### config.mk
export PLATFORM = sky130hd
export DESIGN_NAME = score_display_ctl
export DESIGN_NICKNAME = d
export VERILOG_FILES = /design/src/rtl/score_display_ctl.sv
export SDC_FILE = /design/constraint.sdc
export NUM_CORES = 1
export LEC_CHECK = 0
export CAP_MARGIN = 20
export CORE_MARGIN = 10
export CORE_UTILIZATION = 61
export DETAILED_ROUTE_END_ITERATION = 12
export MAX_ROUTING_LAYER = met4
export PLACE_DENSITY = 0.87
export SYNTH_ARGS = -nofsm -noshare
export SYNTH_HDL_FRONTEND = slang
export SYNTH_SLANG_ARGS = --single-unit
export TNS_END_PERCENT = 100
### constraint.sdc
create_clock -name clk -period 21.1 [get_ports clk]
set_input_delay 5.275 -clock clk [delete_from_list [all_inputs] [get_ports clk]]
set_output_delay 5.275 -clock clk [all_outputs]
set_load 0.01 [all_outputs]
### src/rtl/score_display_ctl.sv
// Scores enemy kills (rising edges weighted by enemy type), drains the points
// one per cycle into a saturating 4-digit BCD score, and scans it onto a 7-seg display.
module score_display_ctl #(
  parameter int N_ENEMY  = 10,
  parameter int TYPE_W   = 3,
  parameter int SCAN_DIV = 100000,
  parameter int BLANK_LZ = 1
) (
  input  logic                      clk,
  input  logic                      rst,
  input  logic                      clr,
  input  logic [N_ENEMY-1:0]        eli_enemy,
  input  logic [N_ENEMY*TYPE_W-1:0] enemy_type,
  output logic [15:0]               score_bcd,
  output logic                      score_busy,
  output logic [3:0]                bit_dsp,
  output logic [7:0]                BCD_dsp
);

  localparam int               CNT_W    = (SCAN_DIV > 1) ? $clog2(SCAN_DIV) : 1;
  localparam logic [CNT_W-1:0] CNT_LAST = CNT_W'(SCAN_DIV - 1);

  // Registered state
  logic [N_ENEMY-1:0] r_eli_prev;
  logic [7:0]         r_pending;
  logic [15:0]        r_score_bcd;
  logic               r_score_busy;
  logic [CNT_W-1:0]   r_scan_cnt;
  logic [1:0]         r_digit_idx;
  logic [3:0]         r_bit_dsp;
  logic [7:0]         r_seg;

  // Combinational signals
  logic [N_ENEMY-1:0] w_kill;
  logic [7:0]         w_add;
  logic               w_drain;
  logic [8:0]         w_pend_sum;
  logic [7:0]         w_pend_next;
  logic [15:0]        w_score_inc;
  logic [3:0]         w_digit;
  logic               w_blank;
  logic [7:0]         w_glyph;

  // Active-low {a,b,c,d,e,f,g,dp}; dp is always off.
  function automatic logic [7:0] seg_of(input logic [3:0] d);
    logic [7:0] s;
    case (d)
      4'd0:    s = 8'b0000_0011;
      4'd1:    s = 8'b1001_1111;
      4'd2:    s = 8'b0010_0101;
      4'd3:    s = 8'b0000_1101;
      4'd4:    s = 8'b1001_1001;
      4'd5:    s = 8'b0100_1001;
      4'd6:    s = 8'b0100_0001;
      4'd7:    s = 8'b0001_1111;
      4'd8:    s = 8'b0000_0001;
      4'd9:    s = 8'b0000_1001;
      default: s = 8'b1111_1111;
    endcase
    return s;
  endfunction

  // BCD +1 with ripple carry between digits; 9999 holds.
  function automatic logic [15:0] bcd_inc_sat(input logic [15:0] v);
    logic [15:0] r;
    logic        carry;
    r     = v;
    carry = 1'b1;
    if (v != 16'h9999) begin
      for (int d = 0; d < 4; d++) begin
        if (carry) begin
          if (v[d*4 +: 4] == 4'd9) begin
            r[d*4 +: 4] = 4'd0;
          end else begin
            r[d*4 +: 4] = v[d*4 +: 4] + 4'd1;
            carry       = 1'b0;
          end
        end
      end
    end
    return r;
  endfunction

  assign w_kill = eli_enemy & ~r_eli_prev;

  always_comb begin
    w_add = 8'd0;
    for (int i = 0; i < N_ENEMY; i++) begin
      if (w_kill[i]) begin
        w_add = w_add + 8'(enemy_type[i*TYPE_W +: TYPE_W]) + 8'd1;
      end
    end
  end

  // pending + add fits in 9 bits; drain never underflows because it needs pending != 0.
  assign w_drain     = (r_pending != 8'd0);
  assign w_pend_sum  = {1'b0, r_pending} + {1'b0, w_add} - {8'd0, w_drain};
  assign w_pend_next = w_pend_sum[8] ? 8'hFF : w_pend_sum[7:0];
  assign w_score_inc = bcd_inc_sat(r_score_bcd);

  always_ff @(posedge clk) begin
    if (rst) begin
      r_eli_prev   <= '0;
      r_pending    <= 8'd0;
      r_score_bcd  <= 16'h0000;
      r_score_busy <= 1'b0;
    end else begin
      r_eli_prev <= eli_enemy;
      if (clr) begin
        r_pending    <= 8'd0;
        r_score_bcd  <= 16'h0000;
        r_score_busy <= 1'b0;
      end else begin
        r_pending    <= w_pend_next;
        r_score_busy <= (w_pend_next != 8'd0);
        if (w_drain) begin
          r_score_bcd <= w_score_inc;
        end
      end
    end
  end

  // A digit is blanked when it and every digit above it are zero.
  always_comb begin
    w_digit = r_score_bcd[3:0];
    w_blank = 1'b0;
    case (r_digit_idx)
      2'd0: begin
        w_digit = r_score_bcd[3:0];
        w_blank = 1'b0;
      end
      2'd1: begin
        w_digit = r_score_bcd[7:4];
        w_blank = (r_score_bcd[15:4] == 12'h000);
      end
      2'd2: begin
        w_digit = r_score_bcd[11:8];
        w_blank = (r_score_bcd[15:8] == 8'h00);
      end
      default: begin
        w_digit = r_score_bcd[15:12];
        w_blank = (r_score_bcd[15:12] == 4'h0);
      end
    endcase
    w_glyph = ((BLANK_LZ != 0) && w_blank) ? 8'hFF : seg_of(w_digit);
  end

  always_ff @(posedge clk) begin
    if (rst) begin
      r_scan_cnt  <= '0;
      r_digit_idx <= 2'd0;
      r_bit_dsp   <= 4'b1110;
      r_seg       <= 8'b0000_0011;
    end else begin
      if (r_scan_cnt == CNT_LAST) begin
        r_scan_cnt  <= '0;
        r_digit_idx <= r_digit_idx + 2'd1;
      end else begin
        r_scan_cnt <= r_scan_cnt + 1'b1;
      end
      r_bit_dsp <= ~(4'b0001 << r_digit_idx);
      r_seg     <= w_glyph;
    end
  end

  assign score_bcd  = r_score_bcd;
  assign score_busy = r_score_busy;
  assign bit_dsp    = r_bit_dsp;
  assign BCD_dsp    = r_seg;

endmodule

==> run metrics <==
endpoints failing setup=0; post-synthesis adder-cell area fraction=roughly 17%; Final Hold Vio Count=0; slew margin rel.=54.4%; footprint of the multi-input gates=0.00368 mm^2; reg2reg start=r_eli_prev[0]; first-pass GRT wire length=20,500 um; XOR/XNOR Fraction of Synth Area=11.2%; critical path startpoint category=input port; Final min period=15.70 ns; DRC viols=0; CP arrival=15.90 ns; #FFs+latches synth=65; post-CTS setup buffers=0; syn_nets=roughly 750; DR WL/cell=14.7 um; status=completed; TritonCTS Buffers=9; Syn Inst Count=637; die area=around 0.013 mm^2; CP max FO=8; Post-synth ARST share=0%; max-capacitance violation count=0; sequential cell area fraction in the yosys report=24.5%; Mean Syn Cell Area=8.34 um^2; top cells by count, synth=inv_1 (74), dfxtp_1 (65), nor2_1 (65), ha_1 (57), a21oi_1 (44); post-synth top area share=24.5%; die height=between 100 and 150 um; Global Route Usage Sum=between 10% and 20%; CP endpoint kind=register; Clock transition at path regs=0.08 ns; Critical Path Start=eli_enemy[0]; post-synthesis mux area share=under 10%; hold buffers post-CTS=0; Max Transition Viols Final=0; IO Port Bufs=70; Detail Placement HPWL=9700 um; total clock sinks=65; Die W=between 100 and 150 um; post-cts gate resize count=0; Slew @ Worst Pin=0.678 ns; Hold Path Class=register to register; largest net degree at the start of global routing=28; Hold Crit Start=r_scan_cnt[0]; Critical Path RT=about 21 ns; area share of and/or/nand/nor cells after synthesis=20.6%; Main synth FF type=dfxtp_1; clk_lat worst skew=0.34 ns; Power Density=113 mW/mm^2; Row Count=33; Yosys warnings=0; share of cells above drive strength 1=6.73%; post-route setup TNS=0 ns; clk_skew=0.00900 ns; routed vias/inst=5.63; P_leak=2.65 nW; period utilization=74.4%; Core Box Area=roughly 0.0083 mm^2; layout overhead on the synthesized area=18.5%; vias=4,608; vias in the first global route=4,655; Area contributors post-synth=dfxtp_1 (24%), ha_1 (13%), inv_1 (5.2%); wirelength, routed=12,000 um; critical path class=input port to register; grt total ovfl=0; I/O Pins=72; most frequent CP cell=fa_1; Netlist Area Pre-Place=0.00531 mm^2; Bufs on Longest Clock Path=2; fmax=0.0637 GHz; Slowest cell on crit path=fa_1; CP max stage delay=0.53 ns; CTS root buf=clkbuf_8; main combinational cell family by area after synthesis=simple AND/OR/NAND/NOR gates; count leader, synth=inv_1; initial antenna violation count=0; Initial Utilization=63.7%; Fillers=640; final net count=roughly 820; Pre-Repair DR Iteration Count=7; number of enable flip-flop cells after synthesis=0; unrepaired setup endpoints after global routing=false; peak supply drop=0.0000900 V; Synth area leader=dfxtp_1; worst hold margin=0.498 ns; CTS H-tree lvls=3; Final GP Congestion=roughly 0.86; post-synthesis compound-gate area fraction=between 15 and 20%; post-synthesis cell type count=67; Reg area=0.00130 mm^2; remaining antenna violation count=0; ANT cells=0; R2R Setup Slk=10.55 ns; CTS tree=built; DR iter-0 viols=between 150 and 200
## path summary, 6_finish.rpt
kind                        end  cells past startpoint
setup / recovery     score_busy                     40
hold / removal    r_scan_cnt[0]                      1
setup reg to reg     score_busy                     39
hold reg to reg   r_scan_cnt[0]                      1
## sequential cells by signal, summed over array words and instances (netlist names)
signal       cells
r_scan_cnt      17
score_bcd       16
r_eli_prev      10
r_pending        8
BCD_dsp          7
bit_dsp          4
r_digit_idx      2
score_busy       1
## per-layer routing
| metal | share of wire (%) | global-route usage (%) | up-vias |
|---|---|---|---|
| met1 | 43 | 21.2 | 2197 |
| met3 | 4.1 | 3.86 | 22 |
| met4 | 1.7 | 7.87 | 0 |
| li1 | - | - | 2305 |
| met5 | 0 | - | - |
| met2 | 52 | 33.3 | 84 |
## per-stage QoR
stage                     std cells  util (%)  setup WS [ns]  instance area, um^2  power (mW)
after floorplan                 637         -           6.56                 5310       0.509
after global placement          802      73.1           5.63                 6100       0.578
after detailed placement        802      73.1           5.14                 6100       0.604
after CTS                       818      75.5           5.48                 6300       0.714
after global routing            818      75.5           4.67                 6300       0.783
final                           818      75.5           5.40                 6300       0.713
## cell type report
cell class / instances / area share [%]
timing repair buffer: 71 / 11.2
inverter: 74 / 4.41
sequential: 65 / 20.7
clock inverter: 7 / 1.13
multi-input combinational: 487 / 58.5
clock buffer: 9 / 1.97
tap: 105 / 2.09
## power breakdown
| part | switching (mW) | internal, mW |
|---|---|---|
| clock network | 0.0498 | 0.0542 |
| logic | 0.259 | 0.211 |
| registers | 0.00599 | 0.133 |
| total | 0.315 | 0.398 |
## logic make-up (layout without fill, tap and decap cells)
logic type                 Yosys count  count (layout)
AOI/OAI and AO/OA                  127             127
xor gates and xnor gates            57              57
adders and majority gates           67              67
buffers and inverters               85             161
DFF                                 65              65
muxes                               23              23
other                                1               1
and+or+nand+nor                    212             212
## layout by cell type (no fill, tap or decap), types with 23 or more instances in the layout
cell type / instances
inv_1: 74
clkdlybuf4s50_1: 70
dfxtp_1: 65
nor2_1: 65
ha_1: 57
a21oi_1: 44
nor2b_1: 31
o21ai_0: 29
xnor2_1: 28
nand2_1: 27
xor2_1: 23
## critical path: cells and delay by family
kind / cells / cell delay, ns
simple gates: 5 / 0.73
compound gates: 10 / 1.86
xor+xnor: 2 / 0.58
mux: 6 / 1.81
buf+inv: 5 / 0.81
fa+ha+maj: 12 / 4.81
No activity file was read; power rests on OpenSTA's default activity.
